<file path="config.mk">
export PLATFORM = sky130hd
export DESIGN_NAME = midi_tx_flat
export DESIGN_NICKNAME = d
export VERILOG_FILES = /design/src/rtl/midi_tx_if.sv /design/src/rtl/midi_tx.sv /design/src/flat_wrapper.sv
export SDC_FILE = /design/constraint.sdc
export NUM_CORES = 1
export LEC_CHECK = 0
export ABC_CLOCK_PERIOD_IN_PS = 5700
export CAP_MARGIN = 25
export CORE_MARGIN = 1.5
export CORE_UTILIZATION = 59
export CTS_CLUSTER_DIAMETER = 100
export DETAILED_ROUTE_END_ITERATION = 7
export HOLD_SLACK_MARGIN = 0.1
export PLACE_DENSITY = 0.89
export SLEW_MARGIN = 30
export SYNTH_ARGS = -nofsm -noshare
export SYNTH_HDL_FRONTEND = slang
export SYNTH_SLANG_ARGS = --single-unit
</file>
<file path="constraint.sdc">
create_clock -name clk -period 5.7 [get_ports clk]
set_clock_uncertainty 0.05 [all_clocks]
set_input_delay 0.57 -clock clk [delete_from_list [all_inputs] [get_ports clk]]
set_output_delay 0.57 -clock clk [all_outputs]
set_load 0.02 [all_outputs]
</file>
<file path="src/rtl/midi_tx_if.sv">
// midi_tx_if: event handshake between a MIDI event source and midi_tx.
interface midi_tx_if;
  logic       midi_event_valid;
  logic [7:0] midi_command;
  logic [6:0] midi_parameter_1;
  logic [6:0] midi_parameter_2;
  logic       midi_event_ack;
  modport master (output midi_event_valid, midi_command, midi_parameter_1, midi_parameter_2, input midi_event_ack);
  modport slave (input midi_event_valid, midi_command, midi_parameter_1, midi_parameter_2, output midi_event_ack);
endinterface

</file>
<file path="src/rtl/midi_tx.sv">
// midi_tx: MIDI 8N1 serialiser for 1-3 byte messages; define MIDI_TX_RUNNING_STATUS_EN
// to omit a repeated channel status byte (running status).
module midi_tx #(
  parameter int CLK_FREQ  = 16000000,
  parameter int BAUD_RATE = 31250
) (
  input  logic      clk,
  input  logic      rst_n,
  midi_tx_if.slave  ev,
  output logic      serial_tx,
  output logic      busy
);
  localparam int BIT_CLKS = CLK_FREQ / BAUD_RATE;
  localparam int CW = $clog2(BIT_CLKS + 1);
  typedef enum logic [1:0] {IDLE, START, DATA, STOP} state_t;
  state_t        state_q, state_d;
  logic [CW-1:0] cnt_q, cnt_d;
  logic [2:0]    bit_q, bit_d;
  logic [1:0]    idx_q, idx_d, last_q, last_d, last_full;
  logic [7:0]    cmd_q, cmd_d, cur_byte;
  logic [6:0]    p1_q, p1_d, p2_q, p2_d;
  logic [3:0]    hi;
  logic          ready_q, ack, tick, skip;
`ifdef MIDI_TX_RUNNING_STATUS_EN
  logic [7:0]    rs_q, rs_d;
  logic          chan;
`endif
  assign tick = cnt_q == CW'(BIT_CLKS - 1);
  // Index of the last byte to send; the first byte is index 0 unless running status skips it.
  always_comb begin
    hi = ev.midi_command[7:4];
    last_full = (hi == 4'hC || hi == 4'hD) ? 2'd1 :
                hi != 4'hF ? 2'd2 :
                ev.midi_command == 8'hF2 ? 2'd2 :
                (ev.midi_command == 8'hF1 || ev.midi_command == 8'hF3) ? 2'd1 : 2'd0;
`ifdef MIDI_TX_RUNNING_STATUS_EN
    chan = ev.midi_command[7] && hi != 4'hF;
    skip = chan && ev.midi_command == rs_q;
    rs_d = !ack ? rs_q :
           chan ? ev.midi_command :
           ev.midi_command[7:3] == 5'b11110 ? 8'h00 : rs_q;
`else
    skip = 1'b0;
`endif
  end
  always_ff @(posedge clk or negedge rst_n) begin
    if (!rst_n) begin
      state_q <= IDLE;
      cnt_q   <= '0;
      bit_q   <= '0;
      idx_q   <= '0;
      last_q  <= '0;
      cmd_q   <= '0;
      p1_q    <= '0;
      p2_q    <= '0;
      ready_q <= 1'b0;
`ifdef MIDI_TX_RUNNING_STATUS_EN
      rs_q    <= '0;
`endif
    end else begin
      state_q <= state_d;
      cnt_q   <= cnt_d;
      bit_q   <= bit_d;
      idx_q   <= idx_d;
      last_q  <= last_d;
      cmd_q   <= cmd_d;
      p1_q    <= p1_d;
      p2_q    <= p2_d;
      ready_q <= 1'b1;
`ifdef MIDI_TX_RUNNING_STATUS_EN
      rs_q    <= rs_d;
`endif
    end
  end
  always_comb begin
    state_d = state_q;
    bit_d   = bit_q;
    idx_d   = idx_q;
    last_d  = last_q;
    cmd_d   = cmd_q;
    p1_d    = p1_q;
    p2_d    = p2_q;
    cnt_d   = (state_q == IDLE || tick) ? '0 : cnt_q + 1'b1;
    case (state_q)
      IDLE: if (ack) begin
        cmd_d   = ev.midi_command;
        p1_d    = ev.midi_parameter_1;
        p2_d    = ev.midi_parameter_2;
        last_d  = last_full;
        idx_d   = {1'b0, skip};
        state_d = ev.midi_command[7] ? START : IDLE;
      end
      START: if (tick) begin
        state_d = DATA;
        bit_d   = '0;
      end
      DATA: if (tick) begin
        bit_d   = bit_q + 1'b1;
        state_d = bit_q == 3'd7 ? STOP : DATA;
      end
      STOP: if (tick) begin
        state_d = idx_q == last_q ? IDLE : START;
        idx_d   = idx_q + 1'b1;
      end
      default: state_d = IDLE;
    endcase
  end
  always_comb begin
    cur_byte  = idx_q == 2'd0 ? cmd_q : idx_q == 2'd1 ? {1'b0, p1_q} : {1'b0, p2_q};
    ack       = ready_q && state_q == IDLE && ev.midi_event_valid;
    busy      = state_q != IDLE || (ack && ev.midi_command[7]);
    serial_tx = state_q == START ? 1'b0 : state_q == DATA ? cur_byte[bit_q] : 1'b1;
  end
  assign ev.midi_event_ack = ack;
endmodule

</file>
<file path="src/flat_wrapper.sv">
// flat-port wrapper written by rule: the top's interface ports become plain ports
module midi_tx_flat 
#(
  parameter int CLK_FREQ  = 16000000,
  parameter int BAUD_RATE = 31250
)
  (clk, rst_n, serial_tx, busy, ev_midi_event_valid, ev_midi_command, ev_midi_parameter_1, ev_midi_parameter_2, ev_midi_event_ack);
  midi_tx_if ev_i ();
  input  logic clk;
  input  logic rst_n;
  output logic serial_tx;
  output logic busy;
  input wire logic [$bits(ev_i.midi_event_valid)-1:0] ev_midi_event_valid;
  input wire logic [$bits(ev_i.midi_command)-1:0] ev_midi_command;
  input wire logic [$bits(ev_i.midi_parameter_1)-1:0] ev_midi_parameter_1;
  input wire logic [$bits(ev_i.midi_parameter_2)-1:0] ev_midi_parameter_2;
  output wire logic [$bits(ev_i.midi_event_ack)-1:0] ev_midi_event_ack;
  assign ev_i.midi_event_valid = ev_midi_event_valid;
  assign ev_i.midi_command = ev_midi_command;
  assign ev_i.midi_parameter_1 = ev_midi_parameter_1;
  assign ev_i.midi_parameter_2 = ev_midi_parameter_2;
  assign ev_midi_event_ack = ev_i.midi_event_ack;
  midi_tx #(.CLK_FREQ(CLK_FREQ), .BAUD_RATE(BAUD_RATE)) u_core (.clk(clk), .rst_n(rst_n), .ev(ev_i), .serial_tx(serial_tx), .busy(busy));
endmodule
</file>
# [Word-level counts from Yosys, hierarchy flattened]
# Index checks and enable logic that the tools add are counted.
# Widths: inputs -> output; s select.
[classes] n_addsub=3 order_cmp=1 n_eq_ne=17 muxes=25 reduce_logical=16
[ops] operator="$eq 8x8->1 const B" count=3
[ops] operator="$mux 2" count=9
[ops] operator="$add 10x1->10 const B" count=1
[ops] operator="$eq 10x9->1 const B" count=1
[ops] operator="$mux 10" count=1
[ops] operator="$eq 4x4->1 const B" count=2
[ops] operator="$mux 8" count=1
[ops] operator="$pmux 2 s4" count=1
[ops] operator="$mux 1" count=7
[ops] operator="$mux 7" count=1
[ops] operator="$mux 3" count=2
[ops] operator="$ne 2x1->1 const B" count=3
[ops] operator="$pmux 3 s2" count=1
[ops] operator="$reduce_and 3->1" count=2
[ops] operator="$reduce_bool 2->1" count=3
[ops] operator="$eq 2x1->1 const B" count=2
[ops] operator="$eq 2x2->1 const B" count=2
[ops] operator="$logic_not 2->1" count=2
[ops] operator="$logic_or 1x1->1" count=4
[ops] operator="$lt 3x4->1 const B" count=1
[ops] operator="$ne 4x4->1 const B" count=1
[ops] operator="$pmux 2 s2" count=1
[ops] operator="$reduce_and 4->1" count=1
[ops] operator="$add 3x1->3 const B" count=1
[ops] operator="other kinds (7)" count=9
[word_totals] regBits=42 in_bits=25 output_inout_bits=3 elab_cells=71

# [Longest topological paths before layout]
[depth] depth_word=7 mapped_depth=7 depth_no_buf=6

# [Least setup slack after synthesis]
# Ideal clock, no wire load.
[synth_timing] path_type="flip-flop to output port" start="reg u_core.idx_q[1]" end="out serial_tx" t_arrival_ns=1.810 required_time_ns=5.080 path_slack_ns=3.270 stages_incl_launch_ff=8 path_buffers=1 cell_sequence="dfrtp_1 -> inv_1 -> ha_1 -> buf_6 -> mux2_1 -> mux4_2 -> nor3_1 -> o32ai_1"
[synth_between] elab_chain_cells=7 elab_cells_between_ends=8 classes_between="1 x eq/ne; 6 x mux; 1 x reduce/logical"
[synth_rtl] item="start: declaration" line="midi_tx.sv:19" text="logic [1:0] idx_q, idx_d, last_q, last_d, last_full;"
[synth_rtl] item="start signal: assignment" line="midi_tx.sv:64" text="idx_q <= idx_d;"
[synth_rtl] item="$eq 2x1->1" line="midi_tx.sv:109" text="cur_byte = idx_q == 2'd0 ? cmd_q : idx_q == 2'd1 ? {1'b0, p1_q} : {1'b0, p2_q};"
[synth_rtl] item="$mux 7" line="midi_tx.sv:109"
[synth_rtl] item="$mux 8 (*)" line="midi_tx.sv:109"
[synth_rtl] item="$bmux 1 s3 (*)" line="midi_tx.sv:112" text="serial_tx = state_q == START ? 1'b0 : state_q == DATA ? cur_byte[bit_q] : 1'b1;"
[synth_rtl] item="$mux 1 (not written as such) (*)" line="midi_tx.sv:112"
[synth_rtl] item="$mux 1 (*) (2 in a row)" line="midi_tx.sv:112"
[synth_rtl] item="end: declaration" line="flat_wrapper.sv:11" text="output logic serial_tx;"
# Every way passes the cells marked *; elsewhere a longest branch is shown, timed or not. The select of a mux whose other input is x is not followed.

# [Final worst setup path]
[layout_timing] start="reg u_core.state_q[0]" end="out busy"
[layout_between] elab_chain_cells=5 elab_cells_between_ends=6 classes_between="6 x reduce/logical"
[layout_rtl] item="start: declaration" line="midi_tx.sv:16" text="state_t state_q, state_d;"
[layout_rtl] item="start signal: assignment" line="midi_tx.sv:61" text="state_q <= state_d;"
[layout_rtl] item="$logic_not 2->1" line="midi_tx.sv:110" text="ack = ready_q && state_q == IDLE && ev.midi_event_valid;"
[layout_rtl] item="$logic_and 1x1->1 (2 in a row)" line="midi_tx.sv:110"
[layout_rtl] item="$logic_and 1x1->1" line="midi_tx.sv:111" text="busy = state_q != IDLE || (ack && ev.midi_command[7]);"
[layout_rtl] item="$logic_or 1x1->1 (*)" line="midi_tx.sv:111"
[layout_rtl] item="end: declaration" line="flat_wrapper.sv:12" text="output logic busy;"
# Every way passes the cells marked *; elsewhere a longest branch is shown, timed or not.

==> results.py <==
metrics = {
    "outcome": {
        "status": "finished clean",
    },
    "cts": {
        "cts_setup_buffers": 0,
        "ctsResizeCount": 0,
        "htree_levels": 2,
        "cts_buffers": 5,
        "clkLatencyLatePin_ps": 300,
        "cts_tree": "done",
        "hold_buffers": 0,
        "clk_pin_slew_worst_paths_ps": 80,
        "clock-root-buffer": "clkbuf_8",
        "cts.path.max_buffers": 2,
        "clkSinkCount": 42,
    },
    "die": {
        "rows": 21,
        "core_area_sq_um": 3440,
        "die_h_um": 63.7,
        "io_pins": 28,
        "die_width_um": 63.7,
        "fp.dieArea_sq_um": 4060,
        "initial_utilization": 0.632,
    },
    "timing": {
        "relSlewSlack": 0.530,
        "finalMaxSlewViolations": 0,
        "fmax_mhz": 267,
        "rsz0062_at_grt": "no",
        "finalHoldViolCount": 0,
        "setup_tns_ps": 0,
        "min_period_ps": 3750,
        "hold_slack_ps": 187,
        "post-route-period-util": 0.657,
        "setup_viol": 0,
        "worstMarginPinSlew_ps": 705,
    },
    "global_route": {
        "grt_pass1_vias": 1621,
        "grt_usage": 0.257,
        "antenna_found_initial": 0,
        "grt_overflow": 0,
        "grt_max_degree": 43,
        "grt_pass1_wl_mm": 7.91,
    },
    "worst_hold_path": {
        "hp-class": "primary input to async pin",
    },
    "power": {
        "p_sw_frac": 0.226,
        "p_comb_frac": 0.049,
        "p_leak_nw": 1.21,
        "power.share.clock": 0.373,
        "power.internal_mw": 0.399,
        "seqPwrFrac": 0.578,
        "power_switching_mw": 0.117,
        "p_per_area_nw_per_um2": 203,
        "peakVddDrop_uv": 223,
    },
    "routing": {
        "routed_via_density": 5.90,
        "wl_per_cell_um": 17.0,
        "first_iter_violations": 70,
        "vias": 1528,
        "drtPass1Iterations": 4,
        "totalWireLength_mm": 4.41,
        "postRouteAntennaNets": 0,
        "drcViolationCount": 0,
    },
    "logic_synthesis": {
        "synth_area_sq_um": 2180,
        "yosys.area.top_type": "dfrtp_1",
        "yosysTopAreaCellShare": 0.483,
        "yosysMostFrequentCell": "dfrtp_1",
        "ys_warn_count": 0,
        "synth_edf_count": 0,
        "ys_ff_latch": 42,
        "ys_top_cells_by_count": "dfrtp_1, mux2_2, nand2_1",
        "syn-num-nets": 221,
        "ys_types": 38,
        "synthCells": 186,
        "syn_area_per_cell_sq_um": 11.7,
        "synthTopCellsByArea": "dfrtp_1, mux2_2, ha_1",
        "synth_top_flop_cell": "dfrtp_1",
        "synth-seq-area-share": 0.483,
        "async_flop_share": 1.00,
    },
    "finish": {
        "layout-drive-gt1-share": 0.178,
        "final_cell_area_sq_um": 2540,
        "final_nets": 247,
        "area_growth_pct": 16.6,
        "diodes": 0,
        "fill_cells": 203,
    },
    "critical_path": {
        "worstPathRequired_ps": 5080,
        "path_common_cell": "nand2_1",
        "crit_slowest_cell": "clkinv_1",
        "crit_family": "buffers and inverters",
        "slowest_delay_ps": 600,
        "critPathCaptureType": "output port",
        "worstPathCellList": "inv_1, ha_1, nand3_1, clkinv_1, nand2_1, nand2_1, clkdlybuf4s50_1",
        "worstSetupPathType": "register to output port",
        "worstSetupStartpointType": "register",
        "worst-path-max-fanout": 16,
        "path_buf_inv": 3,
        "cp.arrival_ps": 3130,
    },
    "placed_design": {
        "dp_hpwl_mm": 3.17,
        "io_buffers": 27,
        "place.gp.congestion": 0.830,
        "dpl_cell_area_sq_um": 2440,
    },
    "run": {
        "drv_cap": 0,
    },
}
[registers in the layout (all words and copies together), names as in the netlist]
signal          count
u_core.last_q       2
u_core.p1_q         7
u_core.cnt_q       10
u_core.state_q      2
u_core.p2_q         7
u_core.cmd_q        8
u_core.ready_q      1
u_core.bit_q        3
u_core.idx_q        2
[layout make-up]
cell class / count / area, sq um / area share
multi-input combinational: 125 / 1030 / 0.406
inverter: 11 / 41.3 / 0.0163
tap: 46 / 57.6 / 0.0227
sequential: 42 / 1050 / 0.414
clock inverter: 3 / 21.3 / 0.00838
clock buffer: 5 / 68.8 / 0.0271
timing repair buffer: 27 / 268 / 0.106
[metal layers]
| metal | up-vias | wire length (um) | global-route usage | share of wire |
|---|---|---|---|---|
| li1 | 718 | - | - | - |
| met1 | 753 | 1910 | 0.341 | 0.43 |
| met2 | 49 | 2210 | 0.412 | 0.50 |
| met3 | 8 | 211 | 0.0599 | 0.048 |
| met4 | 0 | 79 | 0.103 | 0.018 |
| met5 | - | 0 | 0 | 0 |
[cell families (layout without fill, tap and decap cells)]
logic type / after synthesis / in the layout / synth area share
flip-flops: 42 / 42 / 0.483
AO/OA/AOI/OAI: 22 / 22 / 0.0747
XOR/XNOR: 10 / 10 / 0.0402
adder cells (fa/ha/maj): 10 / 10 / 0.0575
multiplexers: 34 / 34 / 0.190
AND/OR/NAND/NOR: 48 / 48 / 0.109
buffers and inverters: 19 / 46 / 0.0443
other: 1 / 1 / 0.00172
[cell usage in the layout, fill, tap and decap left out, types with 2 or more instances in the layout]
cell,instances
a221o_1,2
a21oi_1,2
ha_1,10
nand2_1,11
mux2_2,24
a22o_1,3
nand4_1,5
xor2_1,9
dfrtp_1,42
nor2_1,8
clkbuf_8,5
mux2_1,4
inv_1,10
mux4_2,3
and3_1,5
clkdlybuf4s50_1,26
nand3_1,5
mux2i_1,3
o21ai_0,6
nor3_1,10
[power by group through the flow]
stage	Combinational [mW]	Sequential, mW	Clock [mW]
2_1_floorplan	0.00160	0.304	0
3_3_place_gp	0.0240	0.304	0
3_5_place_dp	0.0255	0.304	0
4_1_cts	0.0255	0.298	0.195
5_1_grt	0.0283	0.298	0.210
6_report	0.0253	0.298	0.192
[through the flow]
step | setup WS [ps] | power (mW) | cells | util
finish | 1950 | 0.516 | 259 | 0.737
global route | 1670 | 0.536 | 259 | 0.737
CTS | 1950 | 0.519 | 259 | 0.736
detailed placement | 2180 | 0.330 | 251 | 0.710
global placement | 2310 | 0.328 | 251 | 0.710
floorplan | 3270 | 0.306 | 186 | -
[final timing paths]
check	startpoint	to	slack, ps	cells after the start
hold reg to reg	u_core.cmd_q[7]	u_core.cmd_q[7]	440	2
setup reg to reg	u_core.state_q[0]	u_core.p1_q[0]	3160	5
setup / recovery	u_core.state_q[0]	busy	1950	7
hold / removal	rst_n	u_core.p1_q[2]	190	1
max in group asynchronous	rst_n	u_core.cmd_q[6]	5060	1
min in group clk	u_core.cmd_q[7]	u_core.cmd_q[7]	440	2
Power figures use the tool's default switching activity.
